### src/rtl/div_pkg.sv
// Shared types and constants for the div_16 sequential signed divider.
package div_pkg;

  localparam int DIV_W = 16;
  localparam int CNT_W = 5;

  localparam logic [DIV_W-1:0] MIN_NEG  = {1'b1, {(DIV_W-1){1'b0}}};
  localparam logic [DIV_W-1:0] ALL_ONES = {DIV_W{1'b1}};

  typedef enum logic [1:0] {
    IDLE = 2'd0,
    CALC = 2'd1,
    FIX  = 2'd2,
    DONE = 2'd3
  } div_state_t;

endpackage

### src/rtl/div_if.sv
// Load/result handshake bundle between a requester and the div_16 divider.
interface div_if
  import div_pkg::*;
#(
  parameter int WIDTH = DIV_W
);

  logic                    load;
  logic signed [WIDTH-1:0] x;
  logic signed [WIDTH-1:0] y;
  logic signed [WIDTH-1:0] q;
  logic signed [WIDTH-1:0] r;
  logic                    ready;
  logic                    done;
  logic                    dz;
  logic                    ovf;

  modport master (
    output load, x, y,
    input  q, r, ready, done, dz, ovf
  );

  modport slave (
    input  load, x, y,
    output q, r, ready, done, dz, ovf
  );

endinterface

### src/rtl/div_step.sv
// One combinational restoring-division iteration on unsigned magnitudes.
module div_step
  import div_pkg::*;
#(
  parameter int WIDTH = DIV_W
) (
  input  logic [WIDTH-1:0] rem_in,
  input  logic             din,
  input  logic [WIDTH:0]   div_mag,
  output logic [WIDTH-1:0] rem_out,
  output logic             qbit
);

  logic [WIDTH:0] shifted;

  // The kept remainder is always below div_mag (<= 2^(WIDTH-1)), so WIDTH bits hold it.
  always_comb begin
    shifted = {rem_in, din};
    qbit    = (shifted >= div_mag);
    rem_out = qbit ? WIDTH'(shifted - div_mag) : shifted[WIDTH-1:0];
  end

endmodule

### src/rtl/div_16.sv
// Sequential signed restoring divider, one quotient bit per clock, truncating semantics.
// Optional overflow flag for MIN_NEG / -1 is enabled by defining DIV_OVF_EN.
module div_16
  import div_pkg::*;
#(
  parameter int WIDTH = DIV_W
) (
  input  logic  clk,
  input  logic  res_n,
  div_if.slave  dif
);

  function automatic logic [WIDTH:0] mag(input logic signed [WIDTH-1:0] v);
    logic signed [WIDTH:0] e;
    e = {v[WIDTH-1], v};
    return v[WIDTH-1] ? -e : e;
  endfunction

  function automatic logic [WIDTH-1:0] apply_sign(input logic neg, input logic [WIDTH-1:0] m);
    return neg ? -m : m;
  endfunction

  div_state_t       state_q, state_d;
  logic [CNT_W-1:0] cnt_q,   cnt_d;
  logic [WIDTH-1:0] q_q,     q_d;
  logic [WIDTH-1:0] r_q,     r_d;
  logic             dz_q,    dz_d;

  logic [WIDTH-1:0] rem_q,   rem_d;
  logic [WIDTH-1:0] quo_q,   quo_d;
  logic [WIDTH:0]   ay_q,    ay_d;
  logic             sx_q,    sx_d;
  logic             sy_q,    sy_d;

  logic [WIDTH-1:0] step_rem;
  logic             step_qbit;
  logic             div_zero;

`ifdef DIV_OVF_EN
  logic             ovf_q,   ovf_d;
`endif

  div_step #(.WIDTH(WIDTH)) u_step (
    .rem_in  (rem_q),
    .din     (quo_q[WIDTH-1]),
    .div_mag (ay_q),
    .rem_out (step_rem),
    .qbit    (step_qbit)
  );

  assign div_zero = (ay_q == '0);

  always_comb begin
    state_d = state_q;
    cnt_d   = cnt_q;
    q_d     = q_q;
    r_d     = r_q;
    dz_d    = dz_q;
    rem_d   = rem_q;
    quo_d   = quo_q;
    ay_d    = ay_q;
    sx_d    = sx_q;
    sy_d    = sy_q;
`ifdef DIV_OVF_EN
    ovf_d   = ovf_q;
`endif

    case (state_q)
      IDLE: begin
        if (dif.load) begin
          // quo holds |x| while iterating; its MSB feeds the step and quotient bits enter at the LSB.
          sx_d  = dif.x[WIDTH-1];
          sy_d  = dif.y[WIDTH-1];
          ay_d  = mag(dif.y);
          quo_d = WIDTH'(mag(dif.x));
          rem_d = '0;
          dz_d  = 1'b0;
`ifdef DIV_OVF_EN
          ovf_d = 1'b0;
`endif
          if (dif.y != '0) begin
            state_d = CALC;
            cnt_d   = CNT_W'(WIDTH);
          end else begin
            state_d = FIX;
          end
        end
      end

      CALC: begin
        rem_d = step_rem;
        quo_d = {quo_q[WIDTH-2:0], step_qbit};
        cnt_d = cnt_q - CNT_W'(1);
        if (cnt_q == CNT_W'(1)) begin
          state_d = FIX;
        end
      end

      FIX: begin
        if (div_zero) begin
          // No iterations ran, so quo still holds |x| and re-signing it restores x.
          q_d  = ALL_ONES;
          r_d  = apply_sign(sx_q, quo_q);
          dz_d = 1'b1;
        end else begin
          q_d  = apply_sign(sx_q ^ sy_q, quo_q);
          r_d  = apply_sign(sx_q, rem_q);
        end
`ifdef DIV_OVF_EN
        ovf_d = sx_q & sy_q & (ay_q == (WIDTH+1)'(1)) & (quo_q == MIN_NEG);
`endif
        state_d = DONE;
      end

      DONE: begin
        state_d = IDLE;
      end

      default: begin
        state_d = IDLE;
      end
    endcase
  end

  always_ff @(posedge clk or negedge res_n) begin
    if (!res_n) begin
      state_q <= IDLE;
      cnt_q   <= '0;
      q_q     <= '0;
      r_q     <= '0;
      dz_q    <= 1'b0;
`ifdef DIV_OVF_EN
      ovf_q   <= 1'b0;
`endif
    end else begin
      state_q <= state_d;
      cnt_q   <= cnt_d;
      q_q     <= q_d;
      r_q     <= r_d;
      dz_q    <= dz_d;
`ifdef DIV_OVF_EN
      ovf_q   <= ovf_d;
`endif
    end
  end

  // Working datapath is always reloaded on acceptance, so it carries no reset.
  always_ff @(posedge clk) begin
    rem_q <= rem_d;
    quo_q <= quo_d;
    ay_q  <= ay_d;
    sx_q  <= sx_d;
    sy_q  <= sy_d;
  end

  assign dif.q     = q_q;
  assign dif.r     = r_q;
  assign dif.ready = (state_q == IDLE);
  assign dif.done  = (state_q == DONE);
  assign dif.dz    = dz_q;
`ifdef DIV_OVF_EN
  assign dif.ovf   = ovf_q;
`else
  assign dif.ovf   = 1'b0;
`endif

endmodule

### src/flat_wrapper.sv
// flat-port wrapper written by rule: the top's interface ports become plain ports
module div_16_flat import div_pkg::*;
#(
  parameter int WIDTH = DIV_W
)
  (clk, res_n, dif_load, dif_x, dif_y, dif_q, dif_r, dif_ready, dif_done, dif_dz, dif_ovf);
  div_if #(.WIDTH(WIDTH)) dif_i ();
  input  logic clk;
  input  logic res_n;
  input wire logic [$bits(dif_i.load)-1:0] dif_load;
  input wire logic [$bits(dif_i.x)-1:0] dif_x;
  input wire logic [$bits(dif_i.y)-1:0] dif_y;
  output wire logic [$bits(dif_i.q)-1:0] dif_q;
  output wire logic [$bits(dif_i.r)-1:0] dif_r;
  output wire logic [$bits(dif_i.ready)-1:0] dif_ready;
  output wire logic [$bits(dif_i.done)-1:0] dif_done;
  output wire logic [$bits(dif_i.dz)-1:0] dif_dz;
  output wire logic [$bits(dif_i.ovf)-1:0] dif_ovf;
  assign dif_i.load = dif_load;
  assign dif_i.x = dif_x;
  assign dif_i.y = dif_y;
  assign dif_q = dif_i.q;
  assign dif_r = dif_i.r;
  assign dif_ready = dif_i.ready;
  assign dif_done = dif_i.done;
  assign dif_dz = dif_i.dz;
  assign dif_ovf = dif_i.ovf;
  div_16 #(.WIDTH(WIDTH)) u_core (.clk(clk), .res_n(res_n), .dif(dif_i));
endmodule
### config.mk
export PLATFORM = sky130hd
export DESIGN_NAME = div_16_flat
export DESIGN_NICKNAME = d
export VERILOG_FILES = /design/src/rtl/div_pkg.sv /design/src/rtl/div_if.sv /design/src/rtl/div_step.sv /design/src/rtl/div_16.sv /design/src/flat_wrapper.sv
export SDC_FILE = /design/constraint.sdc
export NUM_CORES = 1
export LEC_CHECK = 0
export BUFFER_PORTS_ARGS = -buffer_cell sky130_fd_sc_hd__buf_2
export CAP_MARGIN = 10
export CORE_ASPECT_RATIO = 1.25
export CORE_MARGIN = 4
export CORE_UTILIZATION = 54
export CTS_CLUSTER_SIZE = 40
export DETAILED_ROUTE_END_ITERATION = 6
export GPL_ROUTABILITY_DRIVEN = 0
export PLACE_DENSITY_LB_ADDON = 0.25
export SYNTH_ARGS = -nofsm -noshare
export SYNTH_HDL_FRONTEND = slang
export SYNTH_SLANG_ARGS = --single-unit
### constraint.sdc
create_clock -name clk -period 3.8 [get_ports clk]
set_clock_uncertainty 0.05 [all_clocks]
set_input_delay 0 -clock clk [delete_from_list [all_inputs] [get_ports clk]]
set_output_delay 0 -clock clk [all_outputs]
set_load 0.05 [all_outputs]
==> results by group, run 1 <==
Placement
  – HPWL Detailed: between 10 and 15 mm
  – Placed Instances: 854
  – # port buffers: 69
  – Dpl ws: 1.070 ns
  – Placed Area: 6719 um^2

Setup path
  – Arrival @ worst endpoint: 2.94 ns
  – Worst EP required: 3.93 ns
  – Reg2Reg Capture Point: u_core.rem_q[13]$_SDFFCE_PN0P_
  – Reg2reg start: u_core.rem_q[12]$_SDFFCE_PN0P_
  – FF-to-FF path depth: 8
  – Slowest CP cell: edfxtp_1
  – Worst-path fanout max: 23
  – Crit path max-delay family: simple AND/OR/NAND/NOR gates
  – CP Cell Sequence: ha_1 -> nand4_1 -> nor4_1 -> o311ai_0 -> nand4b_1 -> buf_4 -> nand2_1 -> o32ai_1
  – Crit path largest cell delay: 0.49 ns
  – Worst Setup Start Kind: flop
  – Crit Path Class: reg2reg
  – R2r setup slk: slightly below 1 ns
  – Instance count on the critical path: 8
  – WP buf/inv: 1
  – Worst Setup End Kind: flop

Drt
  – DR vias: 5349
  – Final WL: 15.08 mm
  – DR iter-0 viols: 456
  – Residual DRC: 0
  – Routed len/inst: 16.98 um
  – DRT Pass-1 Iters: 5
  – Antenna viol nets, final: 0
  – Via density: around 6.0

Finish
  – Fin cells: 888
  – Final non-filler cell area: just over 7000 um^2
  – Area grow syn2layout: 14.19%
  – Most frequent cells in the layout: 70 x nand2_1, 69 x buf_2, 52 x xnor2_1
  – Most common cell after layout, fill and taps aside: nand2_1
  – ANT cells: 0
  – Net count, final: 811
  – Ratio of cells with drive above 1 in the final layout: 15.01%

Pwr
  – VDD IR-drop max: 0.0006160 V
  – Power per cell area: 946.8 nW/um^2
  – LEAKAGE: 2.901 nW

Die
  – Starting density of the core: a little under three fifths
  – Die width: about 100 um
  – Ports: 71
  – Die Span Y: 128.8 um
  – Die ar.: 13480 um^2
  – Core box area: 11240 um^2
  – FP Rows: 43

CTS
  – # Post-CTS Setup Buffers: 0
  – Clock buffer depth: 2
  – Sink Count: approximately 90
  – H-tree depth: 3
  – Worst-skew pair later-pin latency: 0.35 ns
  – Clock Pin Slew Worst Setup and Hold Paths: 0.07 ns
  – TritonCTS clock tree: yes
  – CTS root buffer: clkbuf_16
  – Cts bufs inserted: 9

Global routing
  – GR Util All Layers: 22.72%
  – GR Overflow Total: 0
  – Antenna violations before repair: 0
  – Largest net degree at the start of global routing: 44
  – Vias in the first global route: 5293
  – First-pass GRT wire length: 24.83 mm

Hold path
  – Worst Hold Class: in2reg
  – Min-delay src: dif_x[0]
  – Hold Path Sink: u_core.quo_q[0]$_DFFE_PP_
  – Hold path cells: 3

Status
  – Outcome: completed

Synthesis
  – Ys async rst share: between 40% and 50%
  – Cells after synthesis: 682
  – Post-synthesis sequential area ratio: 40.17%
  – Synthesized area: 6304 um^2
  – Synth Flop Type: edfxtp_1
  – EDFF count, synth: 51
  – Mean post-synth cell area: 9.243 um^2
  – Synth unique cells: 63
  – Post-synthesis register bit count: 91
  – Yosys Warn Count: 0

Run
  – Max-cap violations: 0

STA
  – Part of the cycle the worst path needs: around 74%
  – Final worst path period need: 2.816 ns
  – Worst rel slew slack: between 20 and 30%
  – Least-Margin Pin Slew: around 1.1 ns
  – Max Transition Viols Final: 0
  – RSZ-0062 raised after global routing: no
  – Final hold violation count: 0
  – Achievable Freq: 355.1 MHz
  – Setup TNS: 0 ns
  – Final worst setup slack: 0.9840 ns
  – # setup viols final: 0
-- state kept, by name, summed over array words and instances, names as in the netlist, 2 cells and up --
register,count
u_core.ay_q,17
u_core.cnt_q,5
u_core.dif.q,16
u_core.dif.r,16
u_core.quo_q,16
u_core.rem_q,16
u_core.state_q,2
-- timing repair --
action                    in CTS  in global routing
hold endpoints to repair      57                  0
gates resized for setup        0                  0
hold buffers                  18                  0
-- per-layer routing --
metal  global-route usage, %  routed length (um)
met5                       0                   0
met1                   27.93                6324
met4                   10.73                 452
met2                   39.85                7584
met3                   2.960                 715
-- cell families (layout without fill, tap and decap cells) --
family	after synthesis	in the layout	synth area share, %
buf+inv	83	153	5.121
fa+ha+maj	28	28	5.677
simple gates	202	202	15.60
compound gates	178	178	18.82
other cells	1	2	0.05949
xor+xnor	77	77	10.70
mux	22	22	3.851
flops	91	91	40.17
-- area by class of cell --
type	instances	area, um^2
clock buffer	9	225.2
clock inverter	7	73.82
fill	900	4046
inverter	44	165.2
multi-input combinational	509	3462
sequential	91	2532
tap	135	168.9
timing repair buffer	93	570.5
-- through the flow --
step	power [mW]	hold slack [ns]	util [%]
final	6.815	0.01036	64.01
after CTS	6.808	0.003741	64.01
after global placement	5.746	0.1186	59.75
after floorplan	4.962	-0.3456	-
after detailed placement	5.859	0.1346	59.75
after global routing	7.299	0.01423	64.01
-- tightest hold or removal path: stages --
cell,delay [ns]
buf_2,0.09
inv_1,0.06
o21ai_0,0.15
-- where the power goes --
group | leakage (nW) | total, mW | switching (mW) | internal [mW]
Combinational | 1.80 | 3.75 | 2.37 | 1.38
Sequential | 0.956 | 2.15 | 0.528 | 1.62
Clock | 0.148 | 0.914 | 0.400 | 0.515
Total | 2.90 | 6.82 | 3.30 | 3.52
-- how the worst max path moves through the flow --
stage / from / to / slack, ns
after floorplan: u_core.state_q[0]$_DFFE_PN0P_ / u_core.quo_q[0]$_DFFE_PP_ / 0.72
after global placement: u_core.sx_q$_DFFE_PP_ / u_core.dif.q[15]$_DFFE_PN0P_ / 1.20
after detailed placement: u_core.rem_q[12]$_SDFFCE_PN0P_ / u_core.rem_q[13]$_SDFFCE_PN0P_ / 1.07
after CTS: u_core.rem_q[12]$_SDFFCE_PN0P_ / u_core.rem_q[13]$_SDFFCE_PN0P_ / 1.02
after global routing: u_core.rem_q[12]$_SDFFCE_PN0P_ / u_core.rem_q[13]$_SDFFCE_PN0P_ / 0.73
final: u_core.rem_q[12]$_SDFFCE_PN0P_ / u_core.rem_q[13]$_SDFFCE_PN0P_ / 0.98
-- cell usage after synthesis, drive strengths merged, types with 4 or more instances --
cell type,number,share of area (%)
o22a,11,1.5
nor3,14,1.1
nand3,9,0.71
or2,7,0.69
xor2,25,3.5
nand2,70,4.2
o21a,6,0.71
o41ai,7,0.97
o21ai,50,4.0
a21o,5,0.60
nand2b,9,0.89
ha,27,5.4
nor2,50,3.0
a21oi,35,2.8
a211oi,4,0.48
a31oi,5,0.50
clkbuf,28,1.7
xnor2,52,7.2
nor2b,4,0.40
o22ai,6,0.60
o31ai,24,3.3
nor4,8,0.79
mux2i,16,2.5
edfxtp,51,24
o211ai,5,0.60
dfrtp,40,16
or4,9,1.3
mux2,5,0.95
buf,11,0.83
inv,43,2.6
or3,5,0.50
(Power assumes the default switching activity.)
==> inputs of run 2 (changes only) <==
--- a/config.mk
+++ b/config.mk
@@ -9,7 +9,7 @@
 export CAP_MARGIN = 10
 export CORE_ASPECT_RATIO = 1.25
 export CORE_MARGIN = 4
-export CORE_UTILIZATION = 54
+export CORE_UTILIZATION = 55
 export CTS_CLUSTER_SIZE = 40
 export DETAILED_ROUTE_END_ITERATION = 6
 export GPL_ROUTABILITY_DRIVEN = 0
==> constraint.sdc (replaced) <==
create_clock -name clk -period 2.6 [get_ports clk]
set_clock_uncertainty 0.05 [all_clocks]
set_input_delay 0 -clock clk [delete_from_list [all_inputs] [get_ports clk]]
set_output_delay 0 -clock clk [all_outputs]
set_load 0.05 [all_outputs]
==> run 2 against run 1 <==
Critical path depth grew 1. Sequential power grew 38%. Hold slack lost 0.0024 ns. Wire length grew 0.41%. Clock-buffer cell count is the same. Total power grew 55%. Fmax grew 11%. Setup slack lost 0.92 ns. Utilization grew 3.6 points. Non-clock buffer count grew 34. Largest cell class unchanged.
==> results by group, run 2 (synthesis gave the netlist of run 1 again) <==
Status
  – Outcome: completed

Finish
  – Area grow syn2layout: 19.45%
  – Most common cell after layout, fill and taps aside: nand2_1
  – Ratio of cells with drive above 1 in the final layout: ~20%
  – ANT cells: 0
  – Largest register FFs: 17
  – Top reg by flops: u_core.ay_q
  – Fin cells: 922
  – Most frequent cells in the layout: 70 x nand2_1, 69 x buf_2, 52 x xnor2_1
  – Net count, final: 845

Setup path
  – Worst EP required: 2.64 ns
  – Crit path from: u_core.quo_q[15]$_DFFE_PP_
  – Worst-path fanout max: 3
  – Worst Setup Start Kind: flop
  – R2r setup slk: 0.07 ns
  – FF-to-FF path depth: 9
  – Reg2Reg Capture Point: u_core.rem_q[12]$_SDFFCE_PN0P_
  – Worst Setup End Kind: flop
  – Reg2reg start: u_core.quo_q[15]$_DFFE_PP_
  – Crit Path Class: reg2reg
  – Arrival @ worst endpoint: ~2.6 ns

CTS
  – Sink Count: 91
  – CTS root buffer: clkbuf_16
  – Cts bufs inserted: 9
  – Worst-skew pair later-pin latency: approximately 0.34 ns
  – Clock Pin Slew Worst Setup and Hold Paths: 0.07 ns
  – TritonCTS clock tree: yes
  – H-tree depth: 3
  – Clock buffer depth: 2

Global routing
  – GR Overflow Total: 0
  – GR Util All Layers: 23.20%
  – Largest net degree at the start of global routing: 43
  – Vias in the first global route: 5375
  – First-pass GRT wire length: 25.05 mm
  – Antenna violations before repair: 0

Die
  – Core box area: 11140 um^2
  – Starting density of the core: 56.60%
  – Die ar.: between 10000 and 15000 um^2
  – FP Rows: 43
  – Die Span Y: between 100 and 150 um
  – Die width: 103.8 um
  – Ports: 71

Placement
  – # port buffers: 69
  – HPWL Detailed: between 10 and 15 mm
  – Dpl ws: 0.05406 ns
  – Placed Instances: approximately 890

Hold path
  – Hold Path Sink: u_core.quo_q[9]$_DFFE_PP_
  – Min-delay src: dif_x[9]
  – Worst Hold Class: in2reg
  – Hold path cells: 3

Drt
  – DR vias: 5519
  – Via density: between 5 and 6
  – Residual DRC: 0
  – Routed len/inst: 16.42 um
  – Final WL: 15.14 mm
  – DR iter-0 viols: just under 600
  – Antenna viol nets, final: 0
  – DRT Pass-1 Iters: 5

STA
  – Least-Margin Pin Slew: 0.8889 ns
  – Worst rel slew slack: between 40% and 50%
  – RSZ-0062 raised after global routing: yes
  – Final worst path period need: 2.531 ns
  – Final hold violation count: 0
  – # setup viols final: 0
  – WHS: roughly 0.0080 ns
  – Achievable Freq: 395.1 MHz
  – Part of the cycle the worst path needs: 97.36%
  – Max Transition Viols Final: 0
  – Final worst setup slack: 0.06870 ns

Pwr
  – LEAKAGE: between 3 and 4 nW
  – VDD IR-drop max: just under 0.0009 V
  – Power per cell area: ~1400 nW/um^2

Run
  – Max-cap violations: 0
## run 2: changes by cell type in the layout (fill, tap and decap cells not counted), sizes merged
cell	change
buf	+34
bufinv	+1
clkinv	-1
## run 2: timing repair
| action | CTS | global route |
|---|---|---|
| hold endpoints to repair | 57 | 0 |
| setup endpoints to repair | 0 | 24 |
| hold buffers | 18 | 0 |
| buffers inserted | 0 | 1 |
| resized for setup | 0 | 9 |
## run 2: how the worst max path moves through the flow
stage               slack [ns]                        endpoint  cells past startpoint
CTS                       0.04   u_core.rem_q[7]$_SDFFCE_PN0P_                      9
finish                    0.07  u_core.rem_q[12]$_SDFFCE_PN0P_                      9
detailed placement        0.05   u_core.rem_q[7]$_SDFFCE_PN0P_                      9
floorplan                 0.11       u_core.quo_q[0]$_DFFE_PP_                      4
global route             -0.06   u_core.rem_q[8]$_SDFFCE_PN0P_                     10
global placement          0.19    u_core.dif.q[13]$_DFFE_PN0P_                      8
## run 2: area by class of cell
| cell class | count | area [um^2] |
|---|---|---|
| fillers | 848 | 3607 |
| repair buffers | 127 | 845.8 |
| flip-flops and latches | 91 | 2532 |
| multi-input cells | 509 | 3496 |
| well taps | 135 | 168.9 |
| inverters | 44 | 165.2 |
| clock inverters | 7 | 96.34 |
| clock buffers | 9 | 225.2 |
## run 2: worst max-delay path: stages, from the launching register on
cell	delay [ns]
edfxtp_1	0.35
inv_1	0.10
ha_1	0.25
fa_1	0.41
nor2b_1	0.25
o31a_1	0.22
a21oi_1	0.12
a31oi_1	0.26
xnor2_1	0.16
o22ai_1	0.11
## run 2: power by group
part | internal [mW] | switching, mW | leakage, nW
sequential | 2.37 | 0.601 | 0.956
combinational | 2.40 | 3.79 | 1.97
clock | 0.849 | 0.564 | 0.161
total | 5.62 | 4.95 | 3.08
## run 2: layer usage
layer / vias to the layer above / global-route usage, % / part of all wire, %
met1: 2600 / 28.39 / 42
met5: - / 0 / 0
met3: 45 / 3.123 / 5.1
li1: 2657 / - / -
met2: 217 / 39.95 / 49
met4: 0 / 12.83 / 4.1
## run 2: through the flow
| step | TNS (ns) | cell area [um^2] | power [mW] | utilization, % |
|---|---|---|---|---|
| finish | 0 | 7530 | 10.57 | 67.61 |
| global route | -0.3085 | 7530 | 11.30 | 67.61 |
| CTS | 0 | 7481 | 10.48 | 67.17 |
| detailed placement | 0 | 6979 | 9.024 | 62.67 |
| global placement | 0 | 6979 | 8.863 | 62.67 |
| floorplan | 0 | 6311 | 7.252 | - |
==> inputs of run 3 (changes only) <==
--- a/config.mk
+++ b/config.mk
@@ -5,13 +5,13 @@
 export SDC_FILE = /design/constraint.sdc
 export NUM_CORES = 1
 export LEC_CHECK = 0
-export BUFFER_PORTS_ARGS = -buffer_cell sky130_fd_sc_hd__buf_2
 export CAP_MARGIN = 10
-export CORE_ASPECT_RATIO = 1.25
+export CORE_ASPECT_RATIO = 0.6
 export CORE_MARGIN = 4
 export CORE_UTILIZATION = 55
 export CTS_CLUSTER_SIZE = 40
 export DETAILED_ROUTE_END_ITERATION = 6
+export DONT_BUFFER_PORTS = 1
 export GPL_ROUTABILITY_DRIVEN = 0
 export PLACE_DENSITY_LB_ADDON = 0.25
 export SYNTH_ARGS = -nofsm -noshare
==> constraint.sdc (replaced) <==
create_clock -name clk -period 2.71 [get_ports clk]
set_clock_uncertainty 0.05 [all_clocks]
set_input_delay 0 -clock clk [delete_from_list [all_inputs] [get_ports clk]]
set_output_delay 0 -clock clk [all_outputs]
set_load 0.05 [all_outputs]
==> run 3 against run 2 <==
Setup slack improved by 0.028 ns. Cell count fell by 5.6%. Global-route usage rose by 2.7 points. Die area rose by 0.34%. Non-clock buffer count fell by 56. Utilization fell by 0.24 points. Via count fell by 1.6%. Critical path type is now in2reg. Largest power group unchanged.
==> results by group, run 3 (synthesis gave the netlist of run 1 again) <==
Status
  – Outcome: completed

Finish
  – Most frequent cells in the layout: 70 x nand2_1, 52 x xnor2_1, 51 x edfxtp_1
  – Layout fillers: 817
  – Net count, final: 789
  – Ratio of cells with drive above 1 in the final layout: 9.850%
  – Largest register FFs: 17
  – ANT cells: 0
  – Area grow syn2layout: 16.34%
  – End-of-flow core utilization: 67.37%
  – Most common cell after layout, fill and taps aside: nand2_1
  – Top reg by flops: u_core.ay_q

STA
  – Max Transition Viols Final: 0
  – Least-Margin Pin Slew: 0.7182 ns
  – Final hold violation count: 0
  – Setup TNS: 0 ns
  – Final worst path period need: 2.613 ns
  – # setup viols final: 0
  – RSZ-0062 raised after global routing: no
  – Achievable Freq: 382.7 MHz
  – Part of the cycle the worst path needs: between 90% and 100%
  – Worst rel slew slack: 51.96%

CTS
  – Sink Count: between 90 and 100
  – TritonCTS clock tree: yes
  – CTS root buffer: clkbuf_16
  – H-tree depth: 3
  – Clock Pin Slew Worst Setup and Hold Paths: 0.06 ns
  – Clock buffer depth: 2
  – Worst-skew pair later-pin latency: 0.34 ns
  – Cts bufs inserted: 9

Die
  – Die width: 146.2 um
  – Starting density of the core: 57.91%
  – Ports: around 70
  – Core box area: roughly 11000 um^2
  – Die ar.: 13290 um^2
  – FP Rows: 29
  – Die Span Y: 90.93 um

Pwr
  – Power per cell area: 1358 nW/um^2
  – LEAKAGE: 2.872 nW
  – VDD IR-drop max: 0.0007889 V

Setup path
  – R2r setup slk: ~0.14 ns
  – Worst-path fanout max: 5
  – Worst EP required: 2.74 ns
  – Crit Path Class: in2reg
  – Arrival @ worst endpoint: 2.64 ns
  – Worst Setup End Kind: flop
  – Worst Setup Start Kind: input pin

Run
  – Max-cap violations: 0

Global routing
  – First-pass GRT wire length: 27.54 mm
  – GR Util All Layers: 25.86%
  – Largest net degree at the start of global routing: around 40
  – Antenna violations before repair: 0
  – Vias in the first global route: 5063
  – GR Overflow Total: 0

Placement
  – HPWL Detailed: between 10 and 15 mm
  – # port buffers: 0

Drt
  – DR iter-0 viols: between 500 and 600
  – DR vias: 5429
  – Routed len/inst: 19.64 um
  – Antenna viol nets, final: 0
  – Residual DRC: 0
  – Via density: ~6.2
  – DRT Pass-1 Iters: 5
  – Final WL: 17.09 mm

Hold path
  – Worst Hold Class: in2reg
[run 3: final timing paths]
kind                                          startpoint                             end  depth (start not counted)
setup / recovery                                dif_y[1]       u_core.ay_q[14]$_DFFE_PP_                          8
hold / removal                                 dif_x[15]      u_core.quo_q[15]$_DFFE_PP_                          2
setup reg to reg           u_core.rem_q[9]$_SDFFCE_PN0P_  u_core.rem_q[11]$_SDFFCE_PN0P_                          8
hold reg to reg              u_core.cnt_q[1]$_DFFE_PN0P_     u_core.cnt_q[1]$_DFFE_PN0P_                          1
max in group asynchronous                          res_n       u_core.dif.dz$_DFFE_PN0P_                          2
min in group asynchronous                          res_n     u_core.dif.r[3]$_DFFE_PN0P_                          2
[run 3: worst max-delay path, cell delays in order]
cell and delay, ns:
dlygate4sd3_1 0.54, inv_1 0.08, ha_1 0.15, or3b_1 0.40, or4_4 0.49, o31ai_1 0.30
xnor2_1 0.11, dlygate4sd3_1 0.58
[run 3: power breakdown]
group	switching [mW]	total (mW)	internal (mW)	leakage, nW
Clock	0.524	1.39	0.865	0.167
Combinational	2.76	4.77	2.00	1.75
Sequential	1.54	3.80	2.26	0.956
[run 3: area by class of cell]
cell class / instances / area (um^2) / share of cell area [%]
Tap cell: 139 / 173.9 / 2.372
Sequential cell: 91 / 2532 / 34.53
Inverter: 44 / 165.2 / 2.252
Clock inverter: 2 / 38.79 / 0.5289
Timing Repair Buffer: 71 / 643.1 / 8.770
Multi-Input combinational cell: 509 / 3480 / 47.45
Clock buffer: 14 / 300.3 / 4.095
[run 3: per-stage QoR]
step	std cells	setup slack (ns)	hold slack (ns)	instance area, um^2	total power, mW
3_3_place_gp	814	0.1986	-0.3444	6566	8.164
5_1_grt	870	0.01514	0.005502	7333	10.57
6_report	870	0.09691	0.01418	7333	9.956
3_5_place_dp	814	0.1360	-0.3445	6566	8.333
2_1_floorplan	683	0.2192	-0.3456	6311	6.958
4_1_cts	870	0.1185	0.003051	7316	9.813
[run 3: what timing repair did]
item,in CTS,in global routing
resized for setup,0,5
endpoints found under the setup margin,0,11
hold buffers,40,0
buffers inserted,0,0
endpoints found under the hold margin,80,0
[run 3: routing by layer]
layer | share of wire, % | global-route usage, % | wire length, um | vias to the layer above
met4 | 0.91 | 4.460 | 155 | 0
met5 | 0 | 0 | 0 | -
li1 | - | - | - | 2541
met3 | 12 | 8.776 | 2093 | 14
met2 | 41 | 35.71 | 6960 | 300
met1 | 46 | 39.64 | 7881 | 2574
